**src/rtl/ex_div_unit.sv**
```systemverilog
// ex_div_unit: iterative radix-2 restoring divider for RV32M DIV/DIVU/REM/REMU.
// Latency is 33 cycles from operand latch to div_done. With DIV_FAST_SPECIAL_EN,
// divide-by-zero and signed overflow finish in 1 cycle.
// Backpressure: none. The pipe stalls on ex_is_div_inst until the div_done pulse.
//   clk, rst        : core clock; synchronous active-high reset
//   ex_is_div_inst  : EX holds a divide (held stable while stalled)
//   ex_flush        : EX instruction killed; abort and return to IDLE
//   div_op          : funct3[1:0] (00 DIV, 01 DIVU, 10 REM, 11 REMU)
//   div_src1/2      : dividend / divisor
//   div_done        : one-cycle result-valid pulse (pure state decode)
//   div_result      : registered quotient or remainder
// Optional feature macro: DIV_FAST_SPECIAL_EN (special-case early completion).
module ex_div_unit #(
  parameter int XLEN = 32
) (
  input  logic            clk,
  input  logic            rst,
  input  logic            ex_is_div_inst,
  input  logic            ex_flush,
  input  logic [1:0]      div_op,
  input  logic [XLEN-1:0] div_src1,
  input  logic [XLEN-1:0] div_src2,
  output logic            div_done,
  output logic [XLEN-1:0] div_result
);

  typedef enum logic [1:0] {S_IDLE, S_BUSY, S_DONE} state_t;

  localparam logic [5:0]      LAST_STEP = 6'(XLEN - 1);
  localparam logic [XLEN-1:0] MIN_NEG   = {1'b1, {(XLEN-1){1'b0}}};

  state_t          state_q, state_d;
  logic [5:0]      cnt_q, cnt_d;
  logic [XLEN-1:0] rem_q, rem_d;
  logic [XLEN-1:0] quot_q, quot_d;
  logic [XLEN-1:0] dvsr_q, dvsr_d;
  logic [XLEN-1:0] src1_q, src1_d;
  logic [XLEN-1:0] result_q, result_d;
  logic            rem_sel_q, rem_sel_d;
  logic            q_neg_q, q_neg_d;
  logic            r_neg_q, r_neg_d;
  logic            dbz_q, dbz_d;
  logic            ovf_q, ovf_d;

  // Operand conditioning in IDLE
  logic            src1_neg, src2_neg, in_dbz, in_ovf;
  logic [XLEN-1:0] src1_mag, src2_mag;

  assign src1_neg = ~div_op[0] & div_src1[XLEN-1];
  assign src2_neg = ~div_op[0] & div_src2[XLEN-1];
  assign src1_mag = src1_neg ? -div_src1 : div_src1;
  assign src2_mag = src2_neg ? -div_src2 : div_src2;
  assign in_dbz   = (div_src2 == '0);
  assign in_ovf   = ~div_op[0] & (div_src1 == MIN_NEG) & (div_src2 == '1);

  // One restoring step: shift the next dividend bit into the partial
  // remainder, subtract the divisor if it fits, and shift the quotient bit in.
  // The shifted remainder needs XLEN+1 bits; when the subtraction is taken the
  // true difference is below the divisor, so the low XLEN bits are exact.
  logic [XLEN:0]   rem_sh;
  logic            step_ge;
  logic [XLEN-1:0] rem_diff, rem_nxt, quot_nxt;

  assign rem_sh   = {rem_q, quot_q[XLEN-1]};
  assign step_ge  = (rem_sh >= {1'b0, dvsr_q});
  assign rem_diff = rem_sh[XLEN-1:0] - dvsr_q;
  assign rem_nxt  = step_ge ? rem_diff : rem_sh[XLEN-1:0];
  assign quot_nxt = {quot_q[XLEN-2:0], step_ge};

  // Sign restore and special-case fix-up applied on the last step, so the
  // value lands in result_q on the same edge that enters DONE.
  logic [XLEN-1:0] q_fin, r_fin, busy_result;

  always_comb begin
    q_fin = q_neg_q ? -quot_nxt : quot_nxt;
    r_fin = r_neg_q ? -rem_nxt  : rem_nxt;
    if (dbz_q) begin
      q_fin = '1;
      r_fin = src1_q;
    end else if (ovf_q) begin
      q_fin = MIN_NEG;
      r_fin = '0;
    end
    busy_result = rem_sel_q ? r_fin : q_fin;
  end

`ifdef DIV_FAST_SPECIAL_EN
  logic [XLEN-1:0] spec_result;

  always_comb begin
    if (div_op[1]) spec_result = in_dbz ? div_src1 : '0;
    else           spec_result = in_dbz ? '1 : MIN_NEG;
  end
`endif

  always_comb begin
    state_d   = state_q;
    cnt_d     = cnt_q;
    rem_d     = rem_q;
    quot_d    = quot_q;
    dvsr_d    = dvsr_q;
    src1_d    = src1_q;
    result_d  = result_q;
    rem_sel_d = rem_sel_q;
    q_neg_d   = q_neg_q;
    r_neg_d   = r_neg_q;
    dbz_d     = dbz_q;
    ovf_d     = ovf_q;

    case (state_q)
      S_IDLE: begin
        if (ex_is_div_inst && !ex_flush) begin
          rem_sel_d = div_op[1];
          q_neg_d   = src1_neg ^ src2_neg;
          r_neg_d   = src1_neg;
          rem_d     = '0;
          quot_d    = src1_mag;
          dvsr_d    = src2_mag;
          src1_d    = div_src1;
          dbz_d     = in_dbz;
          ovf_d     = in_ovf;
          cnt_d     = '0;
          state_d   = S_BUSY;
`ifdef DIV_FAST_SPECIAL_EN
          if (in_dbz || in_ovf) begin
            result_d = spec_result;
            state_d  = S_DONE;
          end
`endif
        end
      end

      S_BUSY: begin
        if (ex_flush) begin
          // Killed instruction: drop the partial result, keep old div_result.
          cnt_d   = '0;
          state_d = S_IDLE;
        end else begin
          rem_d  = rem_nxt;
          quot_d = quot_nxt;
          cnt_d  = cnt_q + 6'd1;
          if (cnt_q == LAST_STEP) begin
            result_d = busy_result;
            cnt_d    = '0;
            state_d  = S_DONE;
          end
        end
      end

      // The pipe advances on this edge; never re-trigger on the retiring
      // instruction, so DONE always falls back to IDLE.
      S_DONE:  state_d = S_IDLE;

      default: state_d = S_IDLE;
    endcase
  end

  always_ff @(posedge clk) begin
    if (rst) begin
      state_q   <= S_IDLE;
      cnt_q     <= '0;
      rem_q     <= '0;
      quot_q    <= '0;
      dvsr_q    <= '0;
      src1_q    <= '0;
      result_q  <= '0;
      rem_sel_q <= 1'b0;
      q_neg_q   <= 1'b0;
      r_neg_q   <= 1'b0;
      dbz_q     <= 1'b0;
      ovf_q     <= 1'b0;
    end else begin
      state_q   <= state_d;
      cnt_q     <= cnt_d;
      rem_q     <= rem_d;
      quot_q    <= quot_d;
      dvsr_q    <= dvsr_d;
      src1_q    <= src1_d;
      result_q  <= result_d;
      rem_sel_q <= rem_sel_d;
      q_neg_q   <= q_neg_d;
      r_neg_q   <= r_neg_d;
      dbz_q     <= dbz_d;
      ovf_q     <= ovf_d;
    end
  end

  assign div_done   = (state_q == S_DONE);
  assign div_result = result_q;

endmodule

```
**config.mk**
```make
export PLATFORM = sky130hd
export DESIGN_NAME = ex_div_unit
export DESIGN_NICKNAME = d
export VERILOG_FILES = /design/src/rtl/ex_div_unit.sv
export SDC_FILE = /design/constraint.sdc
export NUM_CORES = 1
export LEC_CHECK = 0
export BUFFER_PORTS_ARGS = -buffer_cell sky130_fd_sc_hd__buf_2
export CORE_ASPECT_RATIO = 0.9
export CORE_MARGIN = 5
export CORE_UTILIZATION = 62
export DETAILED_ROUTE_END_ITERATION = 10
export PLACE_DENSITY = 0.82
export SLEW_MARGIN = 20
export SYNTH_ARGS = -nofsm -noshare
export SYNTH_HDL_FRONTEND = slang
export SYNTH_SLANG_ARGS = --single-unit
```
**constraint.sdc**
```tcl
create_clock -name clk -period 5.7 [get_ports clk]
set_input_delay 0.57 -clock clk [delete_from_list [all_inputs] [get_ports clk]]
set_output_delay 0.57 -clock clk [all_outputs]
set_load 0.01 [all_outputs]
```
==> results.ini <==
[cells_and_area]
final_common_cell = nor2_1
fin_area_mm2 = 0.0140
nets = 1915
areaGrowthSynthToFinish_pct = 8.64
fillers = 1818
final_cell_mix = 229 x nor2_1, 220 x nand2_1, 176 x a21oi_1
drive_above_1_share_pct = 11.1
n_antenna_cell = 0
final_cells = 2079

[worst_setup_path]
cp-end-kind = flop
max_stage_delay_ns = 0.51
critPathSlowestCell = or4b_1
startpoint_type = flop
required_ns = 6.05
cp_cell_sequence = ha_1, a21oi_1, o21ai_0, a221o_1, o211ai_2, nand2_2, inv_2, ha_1, or4b_1, or3_1, nor3_1, nand3_1, o21ai_1, xor2_1, o211ai_1, o21ai_0, nor3_1, a21o_1
crit_path_max_fanout = 7
arrival_ns = 5.38
setup.worst_path.class = reg -> reg

[route]
antenna_left = 0
routed_via_density = 6.64
wl_per_cell_um = 20.3
drc = 0
drt_iter0_markers = 1883
drt_pre_antenna_iters = 6
wirelength_mm = 42.3
via_count = 13800

[synth]
ys_types = 96
yosys.area.top_type = dfxtp_1
syn-num-nets = 1895
yosys_warnings = 0
synth_top_cell_area_share_pct = 26.9
syn_avg_cell_area_um2 = 7.22
ys_seq_area_share_pct = 26.9
syn_area_mm2 = 0.0129
ys.flop_type = dfxtp_1
ys_seq_elements = 173
synth_area_leaders = dfxtp_1 27%, a21oi_1 6.8%, nor2_1 6.7%, nand2_1 6.4%, xnor2_1 4.3%
synth-edff-count = 0
syn_inst = 1786
synth-async-reset-ratio_pct = 0

[timing]
worst_slew_pin_slew_ns = 0.981
min_period_over_period_pct = 88.2
finClkSkew_ns = 0.0155
grt_setup_unrepaired = false
slew_viol_final = 0
finalSetupViolCount = 0
period_needed_ns = 5.03
holdWs_ns = 0.381
maxSlewHeadroom_pct = 34.6
fmax_mhz = 199
fin_tns_setup_ns = 0
hold_violations = 0

[clocking]
cts_root_buf = clkbuf_16
cts_setup_buffers = 0
clkTransAtPathRegs_ns = 0.08
post_cts_resize_count = 0
numCtsBuffers = 17
cts_tree = done
cts_hold_buf = 0
htreeDepth = 4
clk_latency_ns = 0.46
cts.sinks = 173
max-clock-path-buffers = 2

[status]
status = finished clean

[global_route]
grt_usage_pct = 34.6
antenna_found_initial = 0
grt_max_degree = 116
grt_pass1_wl_mm = 67.2
grt_pass1_vias = 12600
met1_usage_pct = 49.8
met2_usage_pct = 53.0
grt_overflow = 0
use_met3_pct = 7.04
busiest_layer = met2

[floorplan]
num_io_pins = 103
die_w_um = 162
core_mm2 = 0.0206
die_h_um = 147
die_area_mm2 = 0.0238
fp-row-count = 50
initial_utilization_pct = 62.5

[pwr]
vdd_drop_max_uv = 167
finalPower_w = 0.00337
p_leak_nw = 5.39
power_density_mw_per_mm2 = 240

[place]
place.detailed.hpwl_mm = 31.0
dp_cells = 2047
place.gp.congestion = 0.960
dpl_cell_area_mm2 = 0.0134
io_buffers = 102

[job]
maxCapViolCount = 0

[worst_hold_path]
hp-class = in -> reg

==> where the power goes <==
group          switching, W  total, W  leakage (nW)  internal [W]
Sequential        0.0000535   0.00131          1.41       0.00125
Clock              0.000601   0.00119         0.293      0.000591
Combinational      0.000566  0.000866          3.68      0.000301
Total               0.00122   0.00337          5.39       0.00215
==> state kept, by name (all words and copies together), names as in the netlist <==
register,count
dvsr_q,32
rem_sel_q,1
quot_q,32
cnt_q,6
state_q,2
rem_q,32
div_result,32
q_neg_q,1
src1_q,32
r_neg_q,1
ovf_q,1
dbz_q,1
==> routing by layer <==
metal  vias to the layer above  routed length, µm
met1                      6412              18400
met2                       781              18300
met3                       109               4480
met5                         -                  0
li1                       6494                  -
met4                         0               1150
==> critical path, delay by kind of cell, from the launching register on <==
family	cells	cell delay (ns)
AOI/OAI and AO/OA	8	1.76
xor gates and xnor gates	1	0.18
adders and majority gates	2	0.57
buffers and inverters	1	0.09
DFF	1	0.49
and+or+nand+nor	6	1.85
==> worst paths after layout <==
kind	from	to	slack [ns]	depth (start not counted)
setup / recovery	rem_q[15]	div_result[26]	0.67	18
hold / removal	div_src1[9]	src1_q[9]	0.38	3
setup reg to reg	rem_q[15]	div_result[26]	0.67	18
hold reg to reg	div_result[25]	div_result[25]	0.45	2
==> kinds of logic after synthesis <==
group,Yosys count,synth area share (%)
buf+inv,179,5.69
flops,173,26.9
xor+xnor,125,8.49
compound gates,569,29.2
mux,19,1.47
fa+ha+maj,39,3.84
simple gates,682,24.4
==> area by class of cell <==
| cell class | instances | area (µm²) | share of cell area [%] |
|---|---|---|---|
| flip-flops and latches | 173 | 3460 | 24.7 |
| well taps | 260 | 325 | 2.32 |
| clock inverters | 15 | 178 | 1.27 |
| inverters | 57 | 214 | 1.53 |
| clock buffers | 17 | 425 | 3.04 |
| multi-input cells | 1434 | 8720 | 62.3 |
| repair buffers | 123 | 683 | 4.88 |
==> cell usage after synthesis, drive strengths merged (20+ instances only) <==
cell and n:
a211oi 67, a21oi 183, buf 35, clkbuf 87, dfxtp 173, ha 38, inv 56, nand2 221
nand3 32, nor2 231, nor3 46, o21ai 117, o31ai 20, or3 26, xnor2 63, xor2 62
==> stage by stage <==
step	worst slack [ns]	util, %
final	0.671	67.9
after detailed placement	0.877	64.9
after global routing	0.385	67.9
after floorplan	1.01	-
after global placement	0.868	64.9
after CTS	0.802	67.9
Note: power is estimated with default switching activity, not from simulation.
